===== src/rtl/enc_pkg.sv =====
// Shared constants and search helpers for the request encoder family.
// Helpers take a MAX_N-wide vector; callers zero-extend narrower requests.
package enc_pkg;

  localparam int unsigned ENC_STRICT = 0;
  localparam int unsigned ENC_PRIO   = 1;
  localparam int unsigned ENC_RR     = 2;

  localparam int unsigned MAX_N  = 256;
  localparam int unsigned MAX_IW = 8;

  typedef struct packed {
    logic              found;
    logic [MAX_IW-1:0] idx;
  } lsb_t;

  function automatic logic is_onehot(input logic [MAX_N-1:0] v);
    return (v != '0) && ((v & (v - 1'b1)) == '0);
  endfunction

  // Descending scan so the last hit, i.e. the lowest set bit, is the one kept.
  function automatic lsb_t lsb_index(input logic [MAX_N-1:0] v);
    lsb_t r;
    r.found = 1'b0;
    r.idx   = '0;
    for (int i = MAX_N - 1; i >= 0; i--) begin
      if (v[i]) begin
        r.found = 1'b1;
        r.idx   = MAX_IW'(i);
      end
    end
    return r;
  endfunction

endpackage


===== src/rtl/rr_pick.sv =====
// Combinational round-robin pick: first set bit at or above ptr, wrapping at N.
// The request is doubled so the wrapped search becomes a plain lowest-bit search.
module rr_pick #(
  parameter int unsigned N = 8
) (
  input  logic [N-1:0]         req,
  input  logic [$clog2(N)-1:0] ptr,
  output logic [$clog2(N)-1:0] idx,
  output logic                 found
);

  localparam int unsigned IW = $clog2(N);
  localparam int unsigned PW = $clog2(2 * N);

  logic [2*N-1:0] dbl;
  logic [2*N-1:0] masked;
  logic [PW-1:0]  pos;

  assign dbl    = {req, req};
  assign masked = dbl & ({(2 * N){1'b1}} << ptr);

  always_comb begin
    pos = '0;
    for (int i = 2 * N - 1; i >= 0; i--) begin
      if (masked[i]) begin
        pos = PW'(i);
      end
    end
  end

  assign found = |req;
  assign idx   = (pos >= PW'(N)) ? IW'(pos - PW'(N)) : IW'(pos);

endmodule


===== src/rtl/prio_encoder_rr.sv =====
// Registered N-to-log2(N) encoder with valid/ready on both sides, selectable
// strict one-hot, fixed-priority or round-robin selection, and an error counter.
module prio_encoder_rr
  import enc_pkg::*;
#(
  parameter int unsigned N     = 8,
  parameter int unsigned MODE  = 0,
  parameter int unsigned CNT_W = 8
) (
  input  logic                 clk,
  input  logic                 rst,
  input  logic [N-1:0]         req,
  input  logic                 in_valid,
  output logic                 in_ready,
  output logic [$clog2(N)-1:0] out_idx,
  output logic [N-1:0]         out_onehot,
  output logic                 out_any,
  output logic                 out_valid,
  input  logic                 out_ready,
  output logic [CNT_W-1:0]     err_cnt
);

  localparam int unsigned IW = $clog2(N);

  if (N < 2 || N > MAX_N) begin : g_bad_n
    $fatal(1, "prio_encoder_rr: N=%0d outside 2..%0d", N, MAX_N);
  end
  if (MODE > ENC_RR) begin : g_bad_mode
    $fatal(1, "prio_encoder_rr: illegal MODE=%0d", MODE);
  end

  logic          accept;
  logic [IW-1:0] enc_idx;
  logic          enc_any;
  logic [N-1:0]  enc_oh;

  assign in_ready = !out_valid || out_ready;
  assign accept   = in_valid && in_ready;

  if (MODE == ENC_STRICT) begin : g_strict
    logic [MAX_N-1:0] req_ext;
    lsb_t             lsb;
    assign req_ext = MAX_N'(req);
    assign lsb     = lsb_index(req_ext);
    assign enc_any = is_onehot(req_ext) && lsb.found;
    assign enc_idx = enc_any ? IW'(lsb.idx) : '0;
  end else if (MODE == ENC_PRIO) begin : g_prio
    logic [MAX_N-1:0] req_ext;
    lsb_t             lsb;
    assign req_ext = MAX_N'(req);
    assign lsb     = lsb_index(req_ext);
    assign enc_any = lsb.found;
    assign enc_idx = IW'(lsb.idx);
  end else begin : g_rr
    logic [IW-1:0] ptr_q, ptr_d;
    logic [IW-1:0] rr_idx;
    logic          rr_found;

    rr_pick #(
      .N(N)
    ) u_rr_pick (
      .req  (req),
      .ptr  (ptr_q),
      .idx  (rr_idx),
      .found(rr_found)
    );

    assign enc_any = rr_found;
    assign enc_idx = rr_found ? rr_idx : '0;

    // Explicit compare keeps the wrap at N when N is not a power of two.
    always_comb begin
      ptr_d = ptr_q;
      if (accept && rr_found) begin
        ptr_d = (rr_idx == IW'(N - 1)) ? '0 : rr_idx + 1'b1;
      end
    end

    always_ff @(posedge clk or posedge rst) begin
      if (rst) begin
        ptr_q <= '0;
      end else begin
        ptr_q <= ptr_d;
      end
    end
  end

  assign enc_oh = enc_any ? (N'(1) << enc_idx) : '0;

  logic             valid_q, valid_d;
  logic             any_q, any_d;
  logic [IW-1:0]    idx_q, idx_d;
  logic [N-1:0]     oh_q, oh_d;
  logic [CNT_W-1:0] cnt_q, cnt_d;

  // In every mode an accepted code is invalid exactly when nothing was granted.
  always_comb begin
    valid_d = valid_q;
    any_d   = any_q;
    idx_d   = idx_q;
    oh_d    = oh_q;
    cnt_d   = cnt_q;
    if (accept) begin
      valid_d = 1'b1;
      any_d   = enc_any;
      idx_d   = enc_idx;
      oh_d    = enc_oh;
      if (!enc_any && cnt_q != '1) begin
        cnt_d = cnt_q + 1'b1;
      end
    end else if (out_ready) begin
      valid_d = 1'b0;
    end
  end

  always_ff @(posedge clk or posedge rst) begin
    if (rst) begin
      valid_q <= 1'b0;
      any_q   <= 1'b0;
      idx_q   <= '0;
      oh_q    <= '0;
      cnt_q   <= '0;
    end else begin
      valid_q <= valid_d;
      any_q   <= any_d;
      idx_q   <= idx_d;
      oh_q    <= oh_d;
      cnt_q   <= cnt_d;
    end
  end

  assign out_valid  = valid_q;
  assign out_any    = any_q;
  assign out_idx    = idx_q;
  assign out_onehot = oh_q;
  assign err_cnt    = cnt_q;

endmodule


===== config.mk =====
export PLATFORM = sky130hd
export DESIGN_NAME = prio_encoder_rr
export DESIGN_NICKNAME = d
export VERILOG_FILES = /design/src/rtl/enc_pkg.sv /design/src/rtl/rr_pick.sv /design/src/rtl/prio_encoder_rr.sv
export SDC_FILE = /design/constraint.sdc
export NUM_CORES = 1
export LEC_CHECK = 0
export CORE_ASPECT_RATIO = 0.5
export CORE_MARGIN = 5
export CORE_UTILIZATION = 30
export CTS_BUF_LIST = sky130_fd_sc_hd__clkbuf_16
export CTS_CLUSTER_DIAMETER = 100
export DETAILED_ROUTE_END_ITERATION = 10
export GPL_ROUTABILITY_DRIVEN = 0
export PLACE_DENSITY_LB_ADDON = 0.1
export SLEW_MARGIN = 10
export SYNTH_ARGS = -nofsm -noshare
export SYNTH_HDL_FRONTEND = slang
export SYNTH_SLANG_ARGS = --single-unit

===== constraint.sdc =====
create_clock -name clk -period 4.7 [get_ports clk]
set_input_delay 0.94 -clock clk [delete_from_list [all_inputs] [get_ports clk]]
set_output_delay 0.94 -clock clk [all_outputs]
set_load 0.005 [all_outputs]

==> results of run 1 <==
==> metal layers <==
layer | global-route usage (%) | vias to the layer above | part of all wire, % | wire length [microns]
met4 | 4.25 | 0 | 0.91 | 23
met2 | 17.5 | 27 | 43 | 1080
met1 | 14.0 | 443 | 50 | 1270
li1 | - | 473 | - | -
met5 | 0 | - | 0 | 0
met3 | 2.98 | 4 | 5.9 | 149
==> cell families (layout without fill, tap and decap cells) <==
logic type / Yosys count / after routing / synth area share, %
buf+inv: 8 / 41 / 2.94
mux: 1 / 1 / 1.36
xor+xnor: 8 / 8 / 6.34
flops: 21 / 21 / 47.6
compound gates: 24 / 24 / 15.2
simple gates: 51 / 51 / 25.5
fa+ha+maj: 1 / 1 / 1.13
==> through the flow <==
stage | utilization, % | hold WS, ps | power (uW) | cells | setup slack (ps)
after floorplan | - | 467 | 306 | 114 | 2290
after CTS | 44.7 | 476 | 568 | 198 | 1720
after global routing | 44.7 | 500 | 591 | 198 | 1690
final | 44.7 | 472 | 563 | 198 | 1730
after detailed placement | 42.4 | 463 | 388 | 194 | 1670
after global placement | 42.4 | 461 | 387 | 194 | 1720
==> critical path, stage by stage <==
cell and delay (ps):
clkdlybuf4s50_1 440, nand2b_1 130, clkdlybuf4s50_1 510
==> final timing paths <==
kind	to	depth (start not counted)
setup / recovery	in_ready	3
hold / removal	out_onehot[1]	2
setup reg to reg	err_cnt[1]	5
hold reg to reg	out_onehot[1]	2
max in group asynchronous	err_cnt[7]	2
min in group asynchronous	out_onehot[1]	2
==> synthesized netlist by cell type <==
cell | n | area, sq um
a211o_2 | 1 | 10.0
a211oi_1 | 1 | 7.51
a21oi_1 | 2 | 10.0
a221o_2 | 1 | 11.3
a22o_1 | 2 | 17.5
and3_1 | 3 | 18.8
and4_1 | 4 | 35.0
buf_2 | 2 | 10.0
clkbuf_1 | 2 | 7.51
dfrtp_1 | 21 | 526
ha_1 | 1 | 12.5
inv_1 | 4 | 15.0
mux2_4 | 1 | 15.0
nand2_1 | 19 | 71.3
nand2_2 | 1 | 6.26
nand2_4 | 1 | 11.3
nand2b_1 | 2 | 12.5
nand3_1 | 5 | 25.0
nand4_1 | 2 | 12.5
nor2_1 | 4 | 15.0
nor2b_1 | 2 | 12.5
nor3_1 | 3 | 15.0
nor3_4 | 1 | 16.3
nor4_1 | 2 | 12.5
o21ai_0 | 8 | 40.0
o21bai_1 | 2 | 15.0
o311ai_1 | 1 | 8.76
o31ai_1 | 4 | 30.0
o41ai_1 | 2 | 17.5
or2_2 | 1 | 6.26
or4_4 | 1 | 11.3
xnor2_1 | 8 | 70.1
==> power by group <==
group	switching [uW]	internal, uW	leakage (uW)
logic	53.7	90.8	0.000313
clock network	63.4	113	0.0000423
registers	35.0	207	0.000279
total	152	411	0.000635
==> area by class of cell <==
| cell class | count | area share, % |
|---|---|---|
| Sequential cell | 21 | 33.7 |
| Clock inverter | 1 | 0.241 |
| Timing Repair Buffer | 33 | 21.2 |
| Tap cell | 51 | 4.09 |
| Multi-Input combinational cell | 85 | 35.0 |
| Inverter | 4 | 0.962 |
| Clock buffer | 3 | 4.81 |
==> sequential cells by signal (all words and copies together) (netlist names) <==
signal	flops
out_any	1
out_idx	3
out_valid	1
out_onehot	8
err_cnt	8
==> results by group, run 1 <==
Layout
  • Storage cell area: 526 sq um
  • Footprint of the multi-input gates: 547 sq um
  • Nets: approximately 160
  • Commonest non-fill, non-tap cell in the layout: clkdlybuf4s50_1
  • # diodes: 0
  • Layout cells sized above 1: 7.48%
  • Area delta synth->final: 41.2%
  • Commonest non-fill, non-tap cells in the layout: clkdlybuf4s50_1, dfrtp_1, nand2_1
  • FILL cells: 367
  • Post-route cell area: between 1500 and 2000 sq um

Timing
  • Worst Skew: 3.69 ps
  • Worst Tran Pin Value: 789 ps
  • # setup viols final: 0
  • Setup TNS: 0 ps
  • Max-slew violations: 0
  • Max Fclk: roughly 0.34 GHz
  • Tmin final: 2970 ps
  • Slew margin rel.: between 40% and 50%
  • RSZ-0062 raised after global routing: no
  • Hold Violations, Final: 0
  • Final period util: ~63%

Route
  • WL final: between 2 and 3 mm
  • Drt wl/cell: 12.7 microns
  • Drt pass-1 iters: 4
  • DRC Markers: 0
  • Final ANT Viol Nets: 0
  • DR vias: 947
  • Iter 0 DRT Violations: 26
  • Via density: 4.78

Synthesis
  • Sequential area share after synthesis: between 40% and 50%
  • Syn_area_per_cell: ~9.7 sq um
  • Post-Syn Instances: 114
  • Syn. warnings: 0
  • Synth cell types: 32
  • Syn Std Cell Area: between 1000 and 1500 sq um
  • Net Count, Synth: 127
  • Yosys reg bits: 21

Power
  • Static leakage: 0.000635 uW
  • PwrDens: around 360 nW/um^2
  • Maximum vdd ir drop: about 0.14 mV

Place
  • # port buffers: 33
  • Placed Area: 1480 sq um
  • Post-DP HPWL: 1.90 mm

Global route
  • GRT overflow: 0
  • Total GRT Usage: a little over a tenth
  • Initial antenna violation count: 0
  • Vias in the first global route: a little under 900
  • First-pass GRT wire length: around 4 mm
  • Largest net degree at the start of global routing: 22

Setup path
  • CP Data Required Time: 3760 ps
  • Crit path max fanout: 3
  • CP arrival: 2030 ps
  • Register-to-register setup slack: between 2000 and 3000 ps
  • Worst setup SP type: input pin
  • Critical Path Start: out_ready
  • Critical path class: in2out
  • R2r startpoint: out_valid
  • CP Capture Type: output port

Clock network
  • # H-tree levels: 1
  • TritonCTS Sinks: 21
  • Cts repair resizes: 0
  • Setup Buffers After CTS: 0
  • Worst-Skew Late Latency: around 250 ps
  • TritonCTS buffer count: 3
  • Clock buffer depth: 2
  • Root buffer cell: clkbuf_16
  • Hold-fix buffers at CTS: 0
  • Clock-pin slew on the worst setup and hold paths: roughly 60 ps
  • TritonCTS clock tree: done

Floorplan
  • Die span in y: 52.9 microns
  • Die area: 5070 sq um
  • IO Pins: 34
  • Die Width: 95.8 microns
  • Rows: 15
  • Initial core utilization: 31.6%
  • Core ar.: 3490 sq um

Flow run
  • Max-cap check violation count: 0

Min path
  • HP Class: reg2reg
  • Hold_sp: out_onehot[1]

Status
  • Status: finished clean
Note: power is estimated with default switching activity, not from simulation.
==> run 2: changes to the inputs <==
==> constraint.sdc (replaced) <==
create_clock -name clk -period 3.09 [get_ports clk]
set_input_delay 0.618 -clock clk [delete_from_list [all_inputs] [get_ports clk]]
set_output_delay 0.618 -clock clk [all_outputs]
set_load 0.005 [all_outputs]
==> run 2 against run 1 <==
Wire length shrank 2.2%. Flip-flop and latch count stayed put. Non-clock buffer count grew 1. Critical endpoint is now err_cnt[1]. Hold slack gained 2.6 ps. Cell count is 0.51% higher. Global-route usage increased by 0.058 points. Critical path depth grew 3.
==> results by group, run 2 (synthesis results as in run 1) <==
Setup path
  • CP Data Required Time: 3230 ps
  • Top delay family on crit path: compound AO/OA/AOI/OAI gates
  • CP arrival: approximately 2600 ps
  • CP Capture Type: flop
  • Crit path max fanout: 7
  • Slowest stage cell, crit path: clkdlybuf4s50_1
  • Max stage delay on crit path: 510 ps
  • Buf/Inv on CP: 1
  • Critical path class: in2reg
  • Register-to-register setup slack: between 1000 and 1500 ps
  • Worst setup SP type: input pin
  • CP cell instances: clkdlybuf4s50_1, nor4_1, o311ai_1, a221o_2, nand2_4, mux2_4

Min path
  • HP Class: reg2reg

Layout
  • Nets: 162
  • Area delta synth->final: 42.0%
  • Commonest non-fill, non-tap cell in the layout: clkdlybuf4s50_1
  • Layout cells sized above 1: 8.78%
  • Post-route cell area: 1570 sq um
  • # diodes: 0
  • FILL cells: 347
  • Commonest non-fill, non-tap cells in the layout: clkdlybuf4s50_1, dfrtp_1, nand2_1

Clock network
  • TritonCTS buffer count: 3
  • Worst-Skew Late Latency: 250 ps
  • Clock buffer depth: 2
  • TritonCTS clock tree: done
  • TritonCTS Sinks: 21
  • # H-tree levels: 1
  • Cts repair resizes: 0
  • Clock-pin slew on the worst setup and hold paths: about 60 ps
  • Setup Buffers After CTS: 0
  • Root buffer cell: clkbuf_16
  • Hold-fix buffers at CTS: 0

Global route
  • First-pass GRT wire length: approximately 4.2 mm
  • Total GRT Usage: between 10 and 15%
  • Vias in the first global route: 881
  • Largest net degree at the start of global routing: 22
  • Initial antenna violation count: 0
  • GRT overflow: 0

Floorplan
  • Initial core utilization: 31.6%
  • IO Pins: 34
  • Die Width: 95.8 microns
  • Core ar.: 3490 sq um
  • Die span in y: 52.9 microns
  • Die area: around 5000 sq um
  • Rows: 15

Status
  • Status: finished clean

Route
  • WL final: 2.47 mm
  • Drt pass-1 iters: 4
  • Drt wl/cell: between 10 and 15 microns
  • Final ANT Viol Nets: 0
  • Iter 0 DRT Violations: 25
  • DR vias: 964
  • Via density: 4.84
  • DRC Markers: 0

Place
  • # port buffers: 33
  • Post-DP HPWL: 1.95 mm
  • Placed Area: 1490 sq um

Timing
  • Hold Violations, Final: 0
  • Setup TNS: 0 ps
  • # setup viols final: 0
  • Max Fclk: 0.408 GHz
  • Slew margin rel.: 46.6%
  • Worst Tran Pin Value: 800 ps
  • Max-slew violations: 0
  • Final period util: 79.4%
  • Tmin final: approximately 2500 ps
  • Worst Skew: 2.77 ps
  • RSZ-0062 raised after global routing: no

Power
  • Maximum vdd ir drop: 0.195 mV
  • Static leakage: about 0.00064 uW
  • PwrDens: 546 nW/um^2

Flow run
  • Max-cap check violation count: 0
run 2: cell count changes in the layout (fill, tap and decap cells not counted):
cell	change
buf_4	+1
inv_1	-1
clkinv_2	+1
run 2: worst paths after layout:
| path | depth (start not counted) | startpoint | end |
|---|---|---|---|
| worst max-delay path | 6 | req[0] | err_cnt[1] |
| worst min-delay path | 2 | out_idx[1] | out_idx[1] |
| worst max register to register | 5 | out_valid | err_cnt[1] |
| worst min register to register | 2 | out_idx[1] | out_idx[1] |
| max in group asynchronous | 2 | rst | err_cnt[0] |
| min in group asynchronous | 2 | rst | err_cnt[3] |
run 2: layout make-up:
type                       count  area, sq um  share of cell area (%)
inverter                       4         15.0                   0.957
tap                           51         63.8                    4.07
multi-input combinational     85          547                    34.8
clock inverter                 1         5.00                   0.319
timing repair buffer          34          338                    21.5
clock buffer                   3         75.1                    4.78
sequential                    21          526                    33.5
run 2: layer usage:
layer  global-route usage, %  share of wire [%]  up-vias
met5                       0                  0        -
li1                        -                  -      483
met4                    3.54               0.77        0
met3                    3.69                7.2        2
met2                    16.6                 41       27
met1                    14.6                 51      452
run 2: worst reg2reg max path, stage by stage (launching register included):
cell and delay [ps]:
dfrtp_1 370, nand2b_1 110, nand2_1 310, nor3_4 450, nand2_4 90, mux2_4 300
run 2: metrics by stage:
step                util (%)  worst slack (ps)  power (uW)  hold WS (ps)  std cells
floorplan                  -              1010         466           467        114
global route            44.9               525         910           505        199
CTS                     44.9               639         869           483        199
global placement        42.7               432         591           462        195
finish                  44.9               637         857           475        199
detailed placement      42.7               378         594           469        195
run 2: where the power goes:
group / total (uW) / internal [uW] / switching (uW)
registers: 366 / 315 / 50.7
clock network: 272 / 174 / 97.9
logic: 220 / 139 / 80.7
total: 857 / 627 / 229
==> run 3: changes to the inputs <==
==> constraint.sdc (replaced) <==
create_clock -name clk -period 2 [get_ports clk]
set_input_delay 0.4 -clock clk [delete_from_list [all_inputs] [get_ports clk]]
set_output_delay 0.4 -clock clk [all_outputs]
set_load 0.005 [all_outputs]
==> run 3 against run 2 <==
Non-clock buffer count up 27. Sequential power increased by 54%. Sequential share of layout area decreased by 4.6 points. Register-to-register slack lost 1100 ps. Cell count increased by 14%. Critical path depth is 2 lower. Highest routed layer unchanged. Via count increased by 6.2%. Clock power increased by 56%. Critical path type is now in2out.
==> results by group, run 3 (synthesis results as in run 1) <==
Layout
  • FILL cells: around 330
  • # diodes: 0
  • Nets: around 190
  • Commonest non-fill, non-tap cell in the layout: clkdlybuf4s50_1
  • Storage cell area: approximately 530 sq um
  • Area delta synth->final: 64.8%
  • Commonest non-fill, non-tap cells in the layout: clkdlybuf4s50_1, buf_4, dfrtp_1
  • Footprint of the multi-input gates: 597 sq um
  • Finished Core Util: 52.2%
  • Layout cells sized above 1: 26.3%
  • Post-route cell area: 1820 sq um

Setup path
  • CP arrival: 1560 ps
  • Worst setup SP type: input pin
  • Critical path class: in2out
  • Crit path max fanout: 2
  • CP Data Required Time: 1600 ps
  • CP cell instances: clkdlybuf4s50_1, nand2b_1, buf_4, clkdlybuf4s50_1
  • Max stage delay on crit path: 490 ps
  • CP Capture Type: output port
  • Most used cell, CP: clkdlybuf4s50_1
  • Slowest stage cell, crit path: clkdlybuf4s50_1

Timing
  • Tmin final: 1960 ps
  • Max Fclk: 0.510 GHz
  • Setup TNS: 0 ps
  • Slew margin rel.: 74.5%
  • Worst Skew: 3.79 ps
  • # setup viols final: 0
  • Max-slew violations: 0
  • RSZ-0062 raised after global routing: no
  • Hold Violations, Final: 0
  • Worst Tran Pin Value: 381 ps
  • Final period util: a little over nine tenths

Clock network
  • TritonCTS buffer count: 3
  • TritonCTS Sinks: 21
  • Setup Buffers After CTS: 0
  • Clock buffer depth: 2
  • Clock-pin slew on the worst setup and hold paths: 60 ps
  • # H-tree levels: 1
  • TritonCTS clock tree: done
  • Root buffer cell: clkbuf_16
  • Worst-Skew Late Latency: 250 ps

Place
  • Post-DP HPWL: 2.13 mm
  • # port buffers: 33
  • Placed Area: 1690 sq um

Power
  • Static leakage: 0.000792 uW
  • Maximum vdd ir drop: between 0.3 and 0.4 mV
  • PwrDens: around 750 nW/um^2

Global route
  • Largest net degree at the start of global routing: 22
  • First-pass GRT wire length: 4.76 mm
  • Total GRT Usage: ~12%
  • Initial antenna violation count: 0
  • GRT overflow: 0
  • Vias in the first global route: roughly 1000

Route
  • DRC Markers: 0
  • Drt wl/cell: approximately 12 microns
  • Final ANT Viol Nets: 0
  • Iter 0 DRT Violations: 24
  • DR vias: 1024
  • Via density: 4.53
  • WL final: 2.73 mm
  • Drt pass-1 iters: 4

Floorplan
  • Die area: 5070 sq um
  • IO Pins: 34
  • Die span in y: 52.9 microns
  • Initial core utilization: 31.6%
  • Core ar.: 3490 sq um
  • Rows: 15
  • Die Width: 95.8 microns

Flow run
  • Max-cap check violation count: 0

Min path
  • HP Class: reg2reg

Status
  • Status: finished clean
[run 3: changes by cell type in the layout (fill, tap and decap cells not counted), moves of 2 or more]
cell,delta
nor2b_1,-2
nor4_1,-2
nor4_4,+2
dlygate4sd2_1,+3
nor2b_2,+2
clkdlybuf4s50_1,-4
buf_4,+27
[run 3: where the power goes]
group          internal, uW  total, uW  switching, uW
logic                   246        382            136
clock network           269        424            156
registers               486        565           78.4
[run 3: cell type report]
cell class,count,area share (%)
multi-input combinational,85,32.8
timing repair buffer,61,29.6
sequential,21,28.9
clock buffer,3,4.12
tap,51,3.51
inverter,4,0.825
clock inverter,1,0.275
[run 3: what timing repair did]
action,CTS,global route
pin swaps,2,2
endpoints found under the setup margin,11,11
resized for setup,6,7
hold buffers,0,0
endpoints found under the hold margin,0,0
[run 3: worst paths after layout]
kind                                  from             to  slack, ps  depth (start not counted)
worst max-delay path             out_ready       in_ready         40                          4
worst min-delay path            out_idx[0]     out_idx[0]        470                          2
worst max register to register  err_cnt[0]     err_cnt[6]        300                          6
worst min register to register  out_idx[0]     out_idx[0]        470                          2
max in group asynchronous              rst      out_valid       1300                          3
min in group asynchronous              rst  out_onehot[0]        480                          3
[run 3: through the flow]
| step | hold WS [ps] | power, uW | worst slack (ps) | cells |
|---|---|---|---|---|
| detailed placement | 468 | 952 | -440 | 222 |
| CTS | 482 | 1390 | 17.6 | 226 |
| finish | 472 | 1370 | 37.7 | 226 |
| global route | 500 | 1460 | 1.20 | 226 |
| global placement | 464 | 948 | -304 | 222 |
| floorplan | 377 | 720 | 135 | 114 |
[run 3: metal layers]
layer  track usage, %  vias to the layer above  share of wire (%)
met5                0                        -                  0
met4             3.54                        0               0.81
met3             2.98                        2                4.7
met2             18.6                       21                 43
met1             16.8                      468                 51
li1                 -                      533                  -
[run 3: worst max-delay path, delay by kind of cell]
kind,cells,cell delay (ps)
buffers and inverters,3,1040
AND/OR/NAND/NOR,1,120
